==> config.mk <==
export PLATFORM = sky130hd
export DESIGN_NAME = regfile_alu_sequencer
export DESIGN_NICKNAME = d
export VERILOG_FILES = /design/src/rtl/regfile_alu_sequencer.sv
export SDC_FILE = /design/constraint.sdc
export NUM_CORES = 1
export LEC_CHECK = 0
export ABC_AREA = 1
export BUFFER_PORTS_ARGS = -buffer_cell sky130_fd_sc_hd__buf_2
export CORE_MARGIN = 3
export CORE_UTILIZATION = 30
export DETAILED_ROUTE_END_ITERATION = 12
export PLACE_DENSITY = 0.46
export SETUP_SLACK_MARGIN = 0.05
export SLEW_MARGIN = 10
export SYNTH_ARGS = -nofsm -noshare
export SYNTH_HDL_FRONTEND = slang
export SYNTH_SLANG_ARGS = --single-unit
==> constraint.sdc <==
create_clock -name clk -period 1.9 [get_ports clk]
set_clock_uncertainty 0.1 [all_clocks]
set_input_delay 0.095 -clock clk [delete_from_list [all_inputs] [get_ports clk]]
set_output_delay 0.095 -clock clk [all_outputs]
set_load 0.02 [all_outputs]
==> src/rtl/regfile_alu_sequencer.sv <==
// Multi-cycle controller for an 8-entry register file. It runs one two-source
// ALU micro-op per start and arbitrates external preload writes onto the write port.
module regfile_alu_sequencer #(
  parameter int N = 8,
  parameter int A = 3
) (
  input  logic         clk,
  input  logic         rst,
  input  logic         start,
  input  logic [1:0]   op,
  input  logic [A-1:0] src_a,
  input  logic [A-1:0] src_b,
  input  logic [A-1:0] dst,
  input  logic         ld_req,
  input  logic [A-1:0] ld_addr,
  input  logic [N-1:0] ld_data,
  output logic         ld_ack,
  output logic         busy,
  output logic         done,
  output logic [N-1:0] result,
  output logic         ovf,
  output logic [A-1:0] rf_ra1,
  output logic [A-1:0] rf_ra2,
  input  logic [N-1:0] rf_rd1,
  input  logic [N-1:0] rf_rd2,
  output logic [A-1:0] rf_wa3,
  output logic [N-1:0] rf_wd3,
  output logic         rf_we3
);

  typedef enum logic [2:0] {IDLE, FETCH, EXEC, WRITE, DONE, LOAD} state_t;

  state_t       state_q, state_d;
  logic [1:0]   op_q, op_d;
  logic [A-1:0] dst_q, dst_d;
  logic [A-1:0] ra1_q, ra1_d, ra2_q, ra2_d;
  logic [N-1:0] opa_q, opa_d, opb_q, opb_d;
  logic [N-1:0] result_q, result_d;
  logic         ovf_q, ovf_d;
  logic         busy_q, busy_d, done_q, done_d, ld_ack_q, ld_ack_d;
  logic         we_q, we_d;
  logic [A-1:0] wa_q, wa_d;
  logic [N-1:0] wd_q, wd_d;
  logic [N-1:0] alu_res;
  logic         alu_ovf;

  always_comb begin
    alu_res = '0;
    alu_ovf = 1'b0;
    case (op_q)
      2'b00: begin
        alu_res = opa_q + opb_q;
        alu_ovf = (opa_q[N-1] == opb_q[N-1]) && (alu_res[N-1] != opa_q[N-1]);
      end
      2'b01: begin
        alu_res = opa_q - opb_q;
        alu_ovf = (opa_q[N-1] != opb_q[N-1]) && (alu_res[N-1] != opa_q[N-1]);
      end
      2'b10: alu_res = opa_q & opb_q;
      default: alu_res = opa_q | opb_q;
    endcase
  end

  // Outputs are computed one state ahead so every port comes straight from a flop.
  always_comb begin
    state_d  = state_q;
    op_d     = op_q;
    dst_d    = dst_q;
    ra1_d    = ra1_q;
    ra2_d    = ra2_q;
    opa_d    = opa_q;
    opb_d    = opb_q;
    result_d = result_q;
    ovf_d    = ovf_q;
    done_d   = 1'b0;
    ld_ack_d = 1'b0;
    we_d     = 1'b0;
    wa_d     = '0;
    wd_d     = '0;
    case (state_q)
      IDLE: begin
        if (start) begin
          state_d = FETCH;
          op_d    = op;
          ra1_d   = src_a;
          ra2_d   = src_b;
          dst_d   = dst;
        end else if (ld_req) begin
          state_d  = LOAD;
          we_d     = 1'b1;
          wa_d     = ld_addr;
          wd_d     = ld_data;
          ld_ack_d = 1'b1;
        end
      end
      FETCH: begin
        opa_d   = rf_rd1;
        opb_d   = rf_rd2;
        state_d = EXEC;
      end
      EXEC: begin
        result_d = alu_res;
        ovf_d    = alu_ovf;
        we_d     = 1'b1;
        wa_d     = dst_q;
        wd_d     = alu_res;
        state_d  = WRITE;
      end
      WRITE: begin
        done_d  = 1'b1;
        state_d = DONE;
      end
      default: state_d = IDLE;
    endcase
    busy_d = (state_d != IDLE);
  end

  always_ff @(posedge clk) begin
    if (rst) begin
      state_q  <= IDLE;
      op_q     <= '0;
      dst_q    <= '0;
      ra1_q    <= '0;
      ra2_q    <= '0;
      opa_q    <= '0;
      opb_q    <= '0;
      result_q <= '0;
      ovf_q    <= 1'b0;
      busy_q   <= 1'b0;
      done_q   <= 1'b0;
      ld_ack_q <= 1'b0;
      we_q     <= 1'b0;
      wa_q     <= '0;
      wd_q     <= '0;
    end else begin
      state_q  <= state_d;
      op_q     <= op_d;
      dst_q    <= dst_d;
      ra1_q    <= ra1_d;
      ra2_q    <= ra2_d;
      opa_q    <= opa_d;
      opb_q    <= opb_d;
      result_q <= result_d;
      ovf_q    <= ovf_d;
      busy_q   <= busy_d;
      done_q   <= done_d;
      ld_ack_q <= ld_ack_d;
      we_q     <= we_d;
      wa_q     <= wa_d;
      wd_q     <= wd_d;
    end
  end

  assign ld_ack = ld_ack_q;
  assign busy   = busy_q;
  assign done   = done_q;
  assign result = result_q;
  assign ovf    = ovf_q;
  assign rf_ra1 = ra1_q;
  assign rf_ra2 = ra2_q;
  assign rf_we3 = we_q;
  assign rf_wa3 = wa_q;
  assign rf_wd3 = wd_q;

endmodule

==> reports/metrics.csv <==
stage,metric,value,unit
global_routing,grt_use_met1,0.2165,
critical_path,cp-start-kind,flop,
yosys,synth_nets,466,
power_and_ir_drop,pwr_density_cell,772.7,mW/mm2
global_routing,grt_first_pass_wirelength,13970,um
yosys,seq_area_frac_synth,0.3758,
final_layout,final_common_cell,buf_2,
final_layout,fin_nets,602,
critical_path,r2r-end,result[6],
power_and_ir_drop,switching_power,0.001209,W
yosys,synth.area.top_cells,"dfxtp_1, ha_1, nand2_1",
yosys,synth_edf_count,0,
timing,rsz0062_at_grt,true,
critical_path,critPathLaunch,opa_q[0],
power_and_ir_drop,sequentialPowerShare,0.395,
global_routing,overflow,0,
final_layout,area_growth,48.37,%
power_and_ir_drop,switching_share,0.3666,
yosys,postSynthCellCount,398,
power_and_ir_drop,irDropWorstVdd,0.3001,mV
power_and_ir_drop,comb_power_share,0.395,
yosys,synthArstFlopShare,0,
final_layout,antenna_cells,0,
final_layout,utilization,0.4597,
power_and_ir_drop,pwr-share-clk,0.210,
yosys,syn_avg_cell_area,7.227,um2
placement,dp.cells,615,
clock_tree,cts_buffers,5,
timing,finalHoldViolCount,0,
die,start_util,0.3098,
critical_path,criticalPathCategory,reg -> reg,
die,num_rows,35,
routing,drt_iter0_drc,162,
die,io_pins,72,
yosys,synthFlopType,dfxtp_1,
routing,drc,0,
timing,layout_min_cycle_time,1860,ps
routing,firstDrtPassIters,4,
clock_tree,cts.sinks,54,
critical_path,reg2reg_from,opa_q[0],
global_routing,antenna_found_initial,0,
clock_tree,cts_root_buf,clkbuf_8,
global_routing,use_met2,0.2512,
placement,routabilityCongestion,0.8361,
routing,vias,2938,
critical_path,end_kind,flop,
clock_tree,cts_tree,built,
min_path,hold_path.class,in -> reg,
critical_path,arrival,2010,ps
final_layout,drive_above_1_share,0.3383,
clock_tree,clk_path_buf_depth,2,
critical_path,cp-endpoint,result[6],
critical_path,reg2reg_depth,13,
critical_path,crit_fanout,3,
timing,fin_hold_ws,35.38,ps
clock_tree,htreeDepth,2,
routing,wire_per_inst,12.26,um
yosys,ys_seq_elements,54,
global_routing,grt_max_degree,22,
routing,ant_nets,0,
timing,setup_tns,0,ps
flow_run,drv_cap,0,
routing,viasPerCell,4.425,
global_routing,grt_busiest_layer,met2,
run_status,status,finished clean,
critical_path,regToRegSetupSlack,40,ps
clock_tree,clk_latency,310,ps
global_routing,grt_pass1_vias,2940,
yosys,synth.largest_area_cell,dfxtp_1,
yosys,synth_warnings,0,
yosys,syn_area,0.002877,mm2
timing,drv_slew,0,
global_routing,grtUsageTotal,0.1546,
routing,routed_wl,8142,um
final_layout,stdcell_count,664,
placement,dp_hpwl,6071,um
final_layout,layout_common_cells,"buf_2, nand2_1, dfxtp_1",
clock_tree,cts.clk_slew.worst_paths,100,ps
power_and_ir_drop,p_int,0.002089,W
power_and_ir_drop,power_leakage,2.050,nW
yosys,synth_top_area_frac,0.3758,
die,die_w,103.9,um
die,die_y,103.9,um
die,dieArea,0.01080,mm2
critical_path,worstPathRequired,2050,ps
timing,fmax,537.7,MHz
die,core-area,0.009284,mm2
timing,finalSetupViolCount,0,
global_routing,met3_usage,0.02545,
placement,portBuffers,71,
yosys,ys_types,29,
timing,relSlewSlack,0.7364,
timing,worst_pin_slew,391.2,ps
timing,finalCritPeriodShare,0.9788,
final_layout,nFillCells,987,
## flip-flops by register name, indices dropped and copies added (netlist names)
name / flops
rf_we3: 1
rf_wd3: 8
dst_q: 3
opb_q: 8
result: 8
rf_wa3: 3
rf_ra1: 3
busy: 1
op_q: 2
opa_q: 8
ld_ack: 1
done: 1
rf_ra2: 3
state_q: 3
ovf: 1
## final cells by class
| class | instances | area [um2] | share of cell area |
|---|---|---|---|
| multi-input combinational | 278 | 1722 | 0.4034 |
| sequential | 54 | 1095 | 0.2565 |
| timing repair buffer | 144 | 1001 | 0.2345 |
| inverter | 51 | 191.4 | 0.04486 |
| tap | 129 | 161.4 | 0.03782 |
| clock buffer | 5 | 68.82 | 0.01612 |
| clock inverter | 3 | 28.78 | 0.006743 |
## worst min path at each step
stage / startpoint / end / slack [ps] / depth (start not counted)
6_report: rf_rd1[7] / opa_q[7] / 40 / 3
2_1_floorplan: ld_req / state_q[0] / 120 / 2
3_3_place_gp: dst[2] / dst_q[2] / 220 / 3
5_1_grt: rf_rd1[7] / opa_q[7] / 60 / 3
4_1_cts: rf_rd1[7] / opa_q[7] / 40 / 3
3_5_place_dp: dst[2] / dst_q[2] / 230 / 3
## worst max-delay path, stage by stage, from the launching register on
cell	delay (ps)
dfxtp_2	350
inv_2	60
ha_2	170
inv_2	50
fa_2	400
nand2_2	90
nand2_4	70
nand3_4	60
nand2_1	50
nand2_1	60
nand3_1	70
nand3_2	80
nand2_2	80
a21oi_2	110
## synth_stat cells (2+ instances only)
cell type,instances
nand2_1,76
inv_1,49
dfxtp_1,54
nand3_1,26
nor2_1,41
ha_1,24
a21oi_1,48
nand4_1,4
clkbuf_1,9
a22oi_1,3
o21ai_0,39
fa_1,2
inv_2,2
buf_2,4
nor3_1,3
## metal layers
metal	wire, um	vias to the layer above
met1	4164	1321
met5	0	-
li1	-	1561
met3	252	6
met4	70	0
met2	3655	50
## power by group through the flow
| stage | clock [W] | combinational (W) | sequential, W |
|---|---|---|---|
| 6_report | 0.000694 | 0.00130 | 0.00130 |
| 5_1_grt | 0.000787 | 0.00146 | 0.00132 |
| 4_1_cts | 0.000721 | 0.00121 | 0.00129 |
| 3_5_place_dp | 0 | 0.00108 | 0.00132 |
| 3_3_place_gp | 0 | 0.00108 | 0.00132 |
| 2_1_floorplan | 0 | 0.000637 | 0.00137 |
## logic make-up after synthesis
logic type	count (synthesis)	share of synthesized area
simple gates	155	0.2301
compound gates	96	0.1788
buf+inv	66	0.09395
flops	54	0.3758
fa+ha+maj	26	0.1183
xor+xnor	1	0.003045
## timing repair
action / 4_1_cts / 5_1_grt
endpoints found under the setup margin: 10 / 15
gates resized for setup: 20 / 51
endpoints found under the hold margin: 38 / 0
setup buffers: 0 / 2
hold buffers: 39 / 0
gates cloned: 0 / 0
pin swaps: 1 / 16
## metrics by stage
stage	cell area [um2]	power, W	worst slack (ps)
final	4268	0.003298	40.27
after global routing	4268	0.003564	-98.82
after CTS	4126	0.003221	52.61
after detailed placement	3555	0.002402	-52.89
after global placement	3555	0.002399	-29.69
after floorplan	2877	0.002009	133.9
No activity file was read; power rests on OpenSTA's default activity.
